===== src/rtl/branch_sequencer_pkg.sv =====
// Shared CPU control definitions: T-step state encoding, branch opcode and
// opcode field location, and the datapath strobe bundle.
package branch_sequencer_pkg;

  typedef enum logic [2:0] {
    ST_IDLE,
    ST_T0,
    ST_T1,
    ST_T2,
    ST_T3,
    ST_T4,
    ST_T5,
    ST_T6
  } state_t;

  localparam logic [4:0] BR_OPCODE_DEF = 5'b10010;
  localparam int unsigned OPC_HI = 31;
  localparam int unsigned OPC_LO = 27;

  typedef struct packed {
    logic pc_out;
    logic mar_in;
    logic inc_pc;
    logic z_in;
    logic zlow_out;
    logic pc_in;
    logic read;
    logic mdr_in;
    logic ir_in;
    logic mdr_out;
    logic gra;
    logic r_out;
    logic con_in;
    logic y_in;
    logic c_out;
    logic add;
  } strobes_t;

  function automatic logic is_branch(input logic [31:0] ir, input logic [4:0] opcode);
    return ir[OPC_HI:OPC_LO] == opcode;
  endfunction

endpackage


===== src/rtl/branch_step_decode.sv =====
// Combinational decode of the sequencer state into datapath strobes and status;
// con_in only matters in T6, where it gates PCin and taken.
module branch_step_decode
  import branch_sequencer_pkg::*;
#(
  parameter int STEP_W = 3
) (
  input  state_t              state,
  input  logic                con_in,
  input  logic                br_hit,
  output strobes_t            strb,
  output logic [STEP_W-1:0]   step,
  output logic                busy,
  output logic                done,
  output logic                taken,
  output logic                unsupported
);

  always_comb begin
    strb        = '0;
    step        = '0;
    busy        = 1'b1;
    done        = 1'b0;
    taken       = 1'b0;
    unsupported = 1'b0;
    case (state)
      ST_IDLE: busy = 1'b0;
      ST_T0: begin
        strb.pc_out = 1'b1;
        strb.mar_in = 1'b1;
        strb.inc_pc = 1'b1;
        strb.z_in   = 1'b1;
      end
      ST_T1: begin
        step          = STEP_W'(1);
        strb.zlow_out = 1'b1;
        strb.pc_in    = 1'b1;
        strb.read     = 1'b1;
        strb.mdr_in   = 1'b1;
      end
      ST_T2: begin
        step         = STEP_W'(2);
        strb.mdr_out = 1'b1;
        strb.ir_in   = 1'b1;
        // A non-branch ends here, so completion is flagged in the same cycle.
        done         = ~br_hit;
        unsupported  = ~br_hit;
      end
      ST_T3: begin
        step        = STEP_W'(3);
        strb.gra    = 1'b1;
        strb.r_out  = 1'b1;
        strb.con_in = 1'b1;
      end
      ST_T4: begin
        step        = STEP_W'(4);
        strb.pc_out = 1'b1;
        strb.y_in   = 1'b1;
      end
      ST_T5: begin
        step       = STEP_W'(5);
        strb.c_out = 1'b1;
        strb.add   = 1'b1;
        strb.z_in  = 1'b1;
      end
      ST_T6: begin
        step          = STEP_W'(6);
        strb.zlow_out = 1'b1;
        strb.pc_in    = con_in;
        taken         = con_in;
        done          = 1'b1;
      end
      default: busy = 1'b0;
    endcase
  end

endmodule


===== src/rtl/branch_sequencer.sv =====
// Control-unit sequencer for instruction fetch plus conditional branch
// execution (T0..T6); outputs are decoded from the registered state.
module branch_sequencer
  import branch_sequencer_pkg::*;
#(
  parameter logic [4:0] BR_OPCODE = BR_OPCODE_DEF,
  parameter int         STEP_W    = 3
) (
  input  logic              clk,
  input  logic              clear,
  input  logic              start,
  input  logic [31:0]       ir_in,
  input  logic              mem_ready,
  input  logic              con_in,
  output logic              PCout,
  output logic              MARin,
  output logic              IncPC,
  output logic              Zin,
  output logic              Zlowout,
  output logic              PCin,
  output logic              Read,
  output logic              MDRin,
  output logic              IRin,
  output logic              MDRout,
  output logic              Gra,
  output logic              Rout,
  output logic              CONin,
  output logic              Yin,
  output logic              Cout,
  output logic              ADD,
  output logic [STEP_W-1:0] step,
  output logic              busy,
  output logic              done,
  output logic              taken,
  output logic              unsupported
);

  state_t   state;
  strobes_t strb;
  logic     br_hit;

  assign br_hit = is_branch(ir_in, BR_OPCODE);

  always_ff @(posedge clk) begin
    if (clear) begin
      state <= ST_IDLE;
    end else begin
      case (state)
        ST_IDLE: if (start) state <= ST_T0;
        ST_T0:   state <= ST_T1;
        ST_T1:   if (mem_ready) state <= ST_T2;
        ST_T2:   state <= br_hit ? ST_T3 : ST_IDLE;
        ST_T3:   state <= ST_T4;
        ST_T4:   state <= ST_T5;
        ST_T5:   state <= ST_T6;
        ST_T6:   state <= ST_IDLE;
        default: state <= ST_IDLE;
      endcase
    end
  end

  branch_step_decode #(
    .STEP_W(STEP_W)
  ) u_decode (
    .state      (state),
    .con_in     (con_in),
    .br_hit     (br_hit),
    .strb       (strb),
    .step       (step),
    .busy       (busy),
    .done       (done),
    .taken      (taken),
    .unsupported(unsupported)
  );

  assign PCout   = strb.pc_out;
  assign MARin   = strb.mar_in;
  assign IncPC   = strb.inc_pc;
  assign Zin     = strb.z_in;
  assign Zlowout = strb.zlow_out;
  assign PCin    = strb.pc_in;
  assign Read    = strb.read;
  assign MDRin   = strb.mdr_in;
  assign IRin    = strb.ir_in;
  assign MDRout  = strb.mdr_out;
  assign Gra     = strb.gra;
  assign Rout    = strb.r_out;
  assign CONin   = strb.con_in;
  assign Yin     = strb.y_in;
  assign Cout    = strb.c_out;
  assign ADD     = strb.add;

endmodule


===== config.mk =====
export PLATFORM = sky130hd
export DESIGN_NAME = branch_sequencer
export DESIGN_NICKNAME = d
export VERILOG_FILES = /design/src/rtl/branch_sequencer_pkg.sv /design/src/rtl/branch_step_decode.sv /design/src/rtl/branch_sequencer.sv
export SDC_FILE = /design/constraint.sdc
export NUM_CORES = 1
export LEC_CHECK = 0
export ABC_AREA = 0
export BUFFER_PORTS_ARGS = -buffer_cell sky130_fd_sc_hd__buf_4
export CAP_MARGIN = 20
export CORE_AREA = 8 8 48 50
export DETAILED_ROUTE_END_ITERATION = 10
export DIE_AREA = 0 0 56 58
export MAX_ROUTING_LAYER = met4
export PLACE_DENSITY = 0.71
export SYNTH_ARGS = -nofsm -noshare
export SYNTH_HDL_FRONTEND = slang
export SYNTH_HIERARCHICAL = 1
export SYNTH_SLANG_ARGS = --single-unit

===== constraint.sdc =====
create_clock -name clk -period 1.2 [get_ports clk]
set_clock_uncertainty 0.2 [all_clocks]
set_input_delay 0.18 -clock clk [delete_from_list [all_inputs] [get_ports clk]]
set_output_delay 0.18 -clock clk [all_outputs]
set_load 0.01 [all_outputs]

Word-level counts from Yosys, hierarchy flattened. Cells that the tools add are included.

Equality and inequality tests: 10. Muxes and demuxes: 18. Bitwise logic cells: 1. Reduce and logical (&&, ||, !) cells: 4.

Operators with widths (number): 3-bit one-hot mux with 8 select lines (1); 3-bit one-hot mux with 6 select lines (1); 3-bit equality test, second input constant (4); 3-bit 2-to-1 mux (4); 2-bit 2-to-1 mux (4); 3-bit by 2-bit equality test with 1-bit output, second input constant (2); 1-bit 2-to-1 mux (6); 5-bit equality test, second input constant (1); 2-bit inequality test, second input constant (2); 2-bit one-hot mux with 2 select lines (1); 2-bit OR reduction (2); 3-bit by 1-bit equality test with 1-bit output, second input constant (1); 3-bit zero test (1); 1-bit one-hot mux with 2 select lines (1); 2-bit AND reduction (1); 1-bit inverter (1).

Flip-flop bits (word level): 3. Input bits: 37. Output and inout bits: 23. Word-level logic and storage cells: 34.

Longest topological paths before layout.
Depth after elaboration: 3. Gate-level depth with buffers: 4. Gate-level depth less buffers: 3.

By module. Netlist, hierarchy kept.

Modules (own cells, without submodules): branch_step_decode (times used 1, cells an instance 31, area an instance 196.4 um^2, sequential area each 0.0 um^2); branch_sequencer (times used 1, cells an instance 15, area an instance 150.1 um^2, sequential area each 60.1 um^2).

Worst setup path after synthesis. OpenSTA, ideal clock, no wires.

Kind: reg2out. Start: register state[0]. End: output PCin. Arrival: 1.116 ns. Data required time: 0.820 ns. Path slack: -0.296 ns. Cell stages (with the launch flop): 4. Buffers on the path: 1. Path through: dfxtp_1 -> buf_4 -> nor3b_1 -> or2_1.

Word-level cells in the longest chain between the ends: 2. Elaborated cells on any way between the ends: 3. Those cells by class: eq/ne: 2; mux: 1.

Ends and longest elaborated chain: start, declared (line branch_sequencer.sv:38) `state_t state;`; start signal, assigned (line branch_sequencer.sv:52) `ST_T2: state <= br_hit ? ST_T3 : ST_IDLE;`; 3-bit equality test / 3-bit by 2-bit equality test with 1-bit output (equally long branches) (line branch_step_decode.sv:26) `case (state)`; 2-bit one-hot mux with 2 select lines * (line branch_step_decode.sv:26); end, declared (line branch_sequencer.sv:20) `output logic PCin,`.

Every way passes the cells marked *; elsewhere a longest branch is shown, timed or not.

Worst setup path after layout.
Start: register state[0]. End: output busy.

Word-level cells in the longest chain between the ends: 2.

Ends and longest elaborated chain: 3-bit zero test (line branch_step_decode.sv:26); 1-bit 2-to-1 mux (line branch_step_decode.sv:26); end, declared (line branch_sequencer.sv:32) `output logic busy,`.

No other way between the ends.

==> metrics <==
Remaining DRCs=0; f_max=646 MHz; biggest regs=state x3; hold endpoint=state[2]$_SDFFE_PP0P_; Detailed Route Iter0 Violations=3; later-pin clock latency in the skew report=0.24 ns; Largest register FFs=3; PnR worst setup slack=-0.349 ns; Slew Viols, Final=0; Fillers=161; die area=0.00325 mm^2; Reg2Reg Launch Point=state[0]$_SDFFE_PP0P_; CTS tree=built; I/O Buffers=32; average size of a mapped cell=7.53 um^2; Routed Antenna Nets=0; WP data arrival=1.17 ns; Syn Nets=83; drt first pass iters=2; reg2reg end=state[2]$_SDFFE_PP0P_; post-layout min period=1.55 ns; footprint of the multi-input gates=289 um^2; Longest Clk Path Bufs=2; setup violators final=26; largest net degree at the start of global routing=12; critical hold path startpoint=ir_in[27]; # nets final=129; setup_tns=-6.58 ns; Rel. slew slack=84.1%; commonest non-fill, non-tap cells in the layout=buf_4 (32), buf_6 (16), nor2_1 (3), clkbuf_4 (3), dfxtp_4 (3); global-route wire length before repair=2150 um; top fanout value on the critical path=6; pre-CTS setup slack=-0.178 ns; Seq cells post-synth=3; IO Pins=60; cells after synthesis=46; Hold Path Class=input pin to flop; final hold vios=0; most common cell after layout, fill and taps aside=buf_4; leakage power=0.429 nW; Detail Placement HPWL=958 um; Max Cap Viol=0; H-tree levels=1; Initial Util=21.5%; status=finished with violations; startpoint types=flop; clk root buf=clkbuf_4; area grow syn2layout=145%; vias per inst=4.45; synth warn=6; ant diodes=0; Biggest register=state; Core Region=0.00161 mm^2; CP Capture Type=output pin; Reg clk slew, reported paths=0.04 ns; proportion of layout cells with a drive suffix above 1=78.0%; failing checks=negative setup slack; Synth Cell Area=347 um^2; Seq/Total Area, Yosys=17.3%; die height=58 um; GP Congestion=0.629; total wire length=1390 um; via count=481; Sink Count=3; worst vdd ir=0.399 mV; Avg WL per Cell=12.9 um; register area=71.3 um^2; Power Dens Cells=704 mW/mm^2; initial antenna violation count=0; Die W=56 um; Hold Path Cell Cnt=3; vias in the first global route=495; R2R Setup Slk=-0.24 ns; gr ovfl total=0; Core Rows=15; R2R depth=5; Worst Max-Slew Pin Slew=0.238 ns; worst path required time=0.82 ns; GRT Util Overall=8.25%; CTS buffer count=3; Distinct cells, synth=26; RSZ-0062 raised after global routing=true; Worst Path Class, Setup=flop to output pin; Tcrit/Tclk final=129%
## worst max-delay path by stage
stage,slack (ns),to,cells past startpoint,from
floorplan,-0.08,Zin,3,state[0]$_SDFFE_PP0P_
global route,-0.38,busy,3,state[0]$_SDFFE_PP0P_
finish,-0.35,busy,3,state[0]$_SDFFE_PP0P_
CTS,-0.37,PCin,4,state[0]$_SDFFE_PP0P_
global placement,-0.16,done,5,ir_in[29]
detailed placement,-0.18,done,5,ir_in[29]
## metrics by stage
| step | std cells | hold WS (ns) | power, mW | util (%) | instance area, um^2 |
|---|---|---|---|---|---|
| after detailed placement | 94 | 0.161 | 0.336 | 40.6 | 656 |
| after global placement | 94 | 0.155 | 0.331 | 40.6 | 656 |
| after CTS | 107 | 0.0893 | 0.576 | 50.1 | 808 |
| after floorplan | 46 | 0.0427 | 0.244 | - | 413 |
| after global routing | 108 | 0.110 | 0.631 | 52.6 | 850 |
| final | 108 | 0.0885 | 0.598 | 52.6 | 850 |
## metal layers
layer  global-route usage [%]  vias to the layer above  wire length, um
li1                         -                      239                -
met1                     7.48                      216              495
met2                     14.1                       22              759
met3                     3.49                        4              106
met4                     5.15                        0               26
met5                        -                        -                0
## where the power goes
group          switching [mW]  internal (mW)  total (mW)
registers              0.0141          0.106       0.120
clock network          0.0565          0.125       0.181
logic                   0.111          0.186       0.297
## worst max-delay path: stages, from the launching register on
cell,delay (ns)
dfxtp_4,0.35
buf_4,0.14
or3_1,0.31
buf_6,0.13
## cell usage after synthesis (all sizes together)
cell type / number / area (um^2)
nand2b: 2 / 12.5
and3b: 2 / 17.5
and2: 3 / 18.8
buf: 8 / 60.1
dfxtp: 3 / 60.1
and4bb: 2 / 25.0
mux2i: 1 / 10.0
and4: 1 / 8.76
and3: 1 / 6.26
a21oi: 1 / 5.00
xnor2: 1 / 8.76
a32o: 1 / 10.0
nor3b: 1 / 7.51
nor2: 6 / 22.5
or2: 1 / 6.26
o21ai: 1 / 5.00
or3: 1 / 6.26
inv: 3 / 11.3
and2b: 1 / 7.51
a211oi: 1 / 7.51
nor2b: 2 / 15.0
nand2: 2 / 7.51
a21o: 1 / 7.51
## cell families after synthesis
kind of cell              after synthesis  share of synthesized area, %
muxes                                   1                          2.89
buffers and inverters                  11                          20.6
AOI/OAI and AO/OA                       5                          10.1
xor gates and xnor gates                1                          2.53
and+or+nand+nor                        25                          46.6
DFF                                     3                          17.3
## what timing repair did
action,in CTS,in global routing
hold endpoints to repair,2,0
pin swaps,7,5
setup endpoints to repair,24,26
resized for setup,15,9
hold buffers,1,0
setup buffers,8,1
## area by class of cell
class,count,share of cell area (%)
clock buffers,4,3.09
repair buffers,49,50.7
multi-input cells,32,34.0
well taps,17,2.50
flip-flops and latches,3,8.39
inverters,3,1.33
Power figures use the tool's default switching activity.
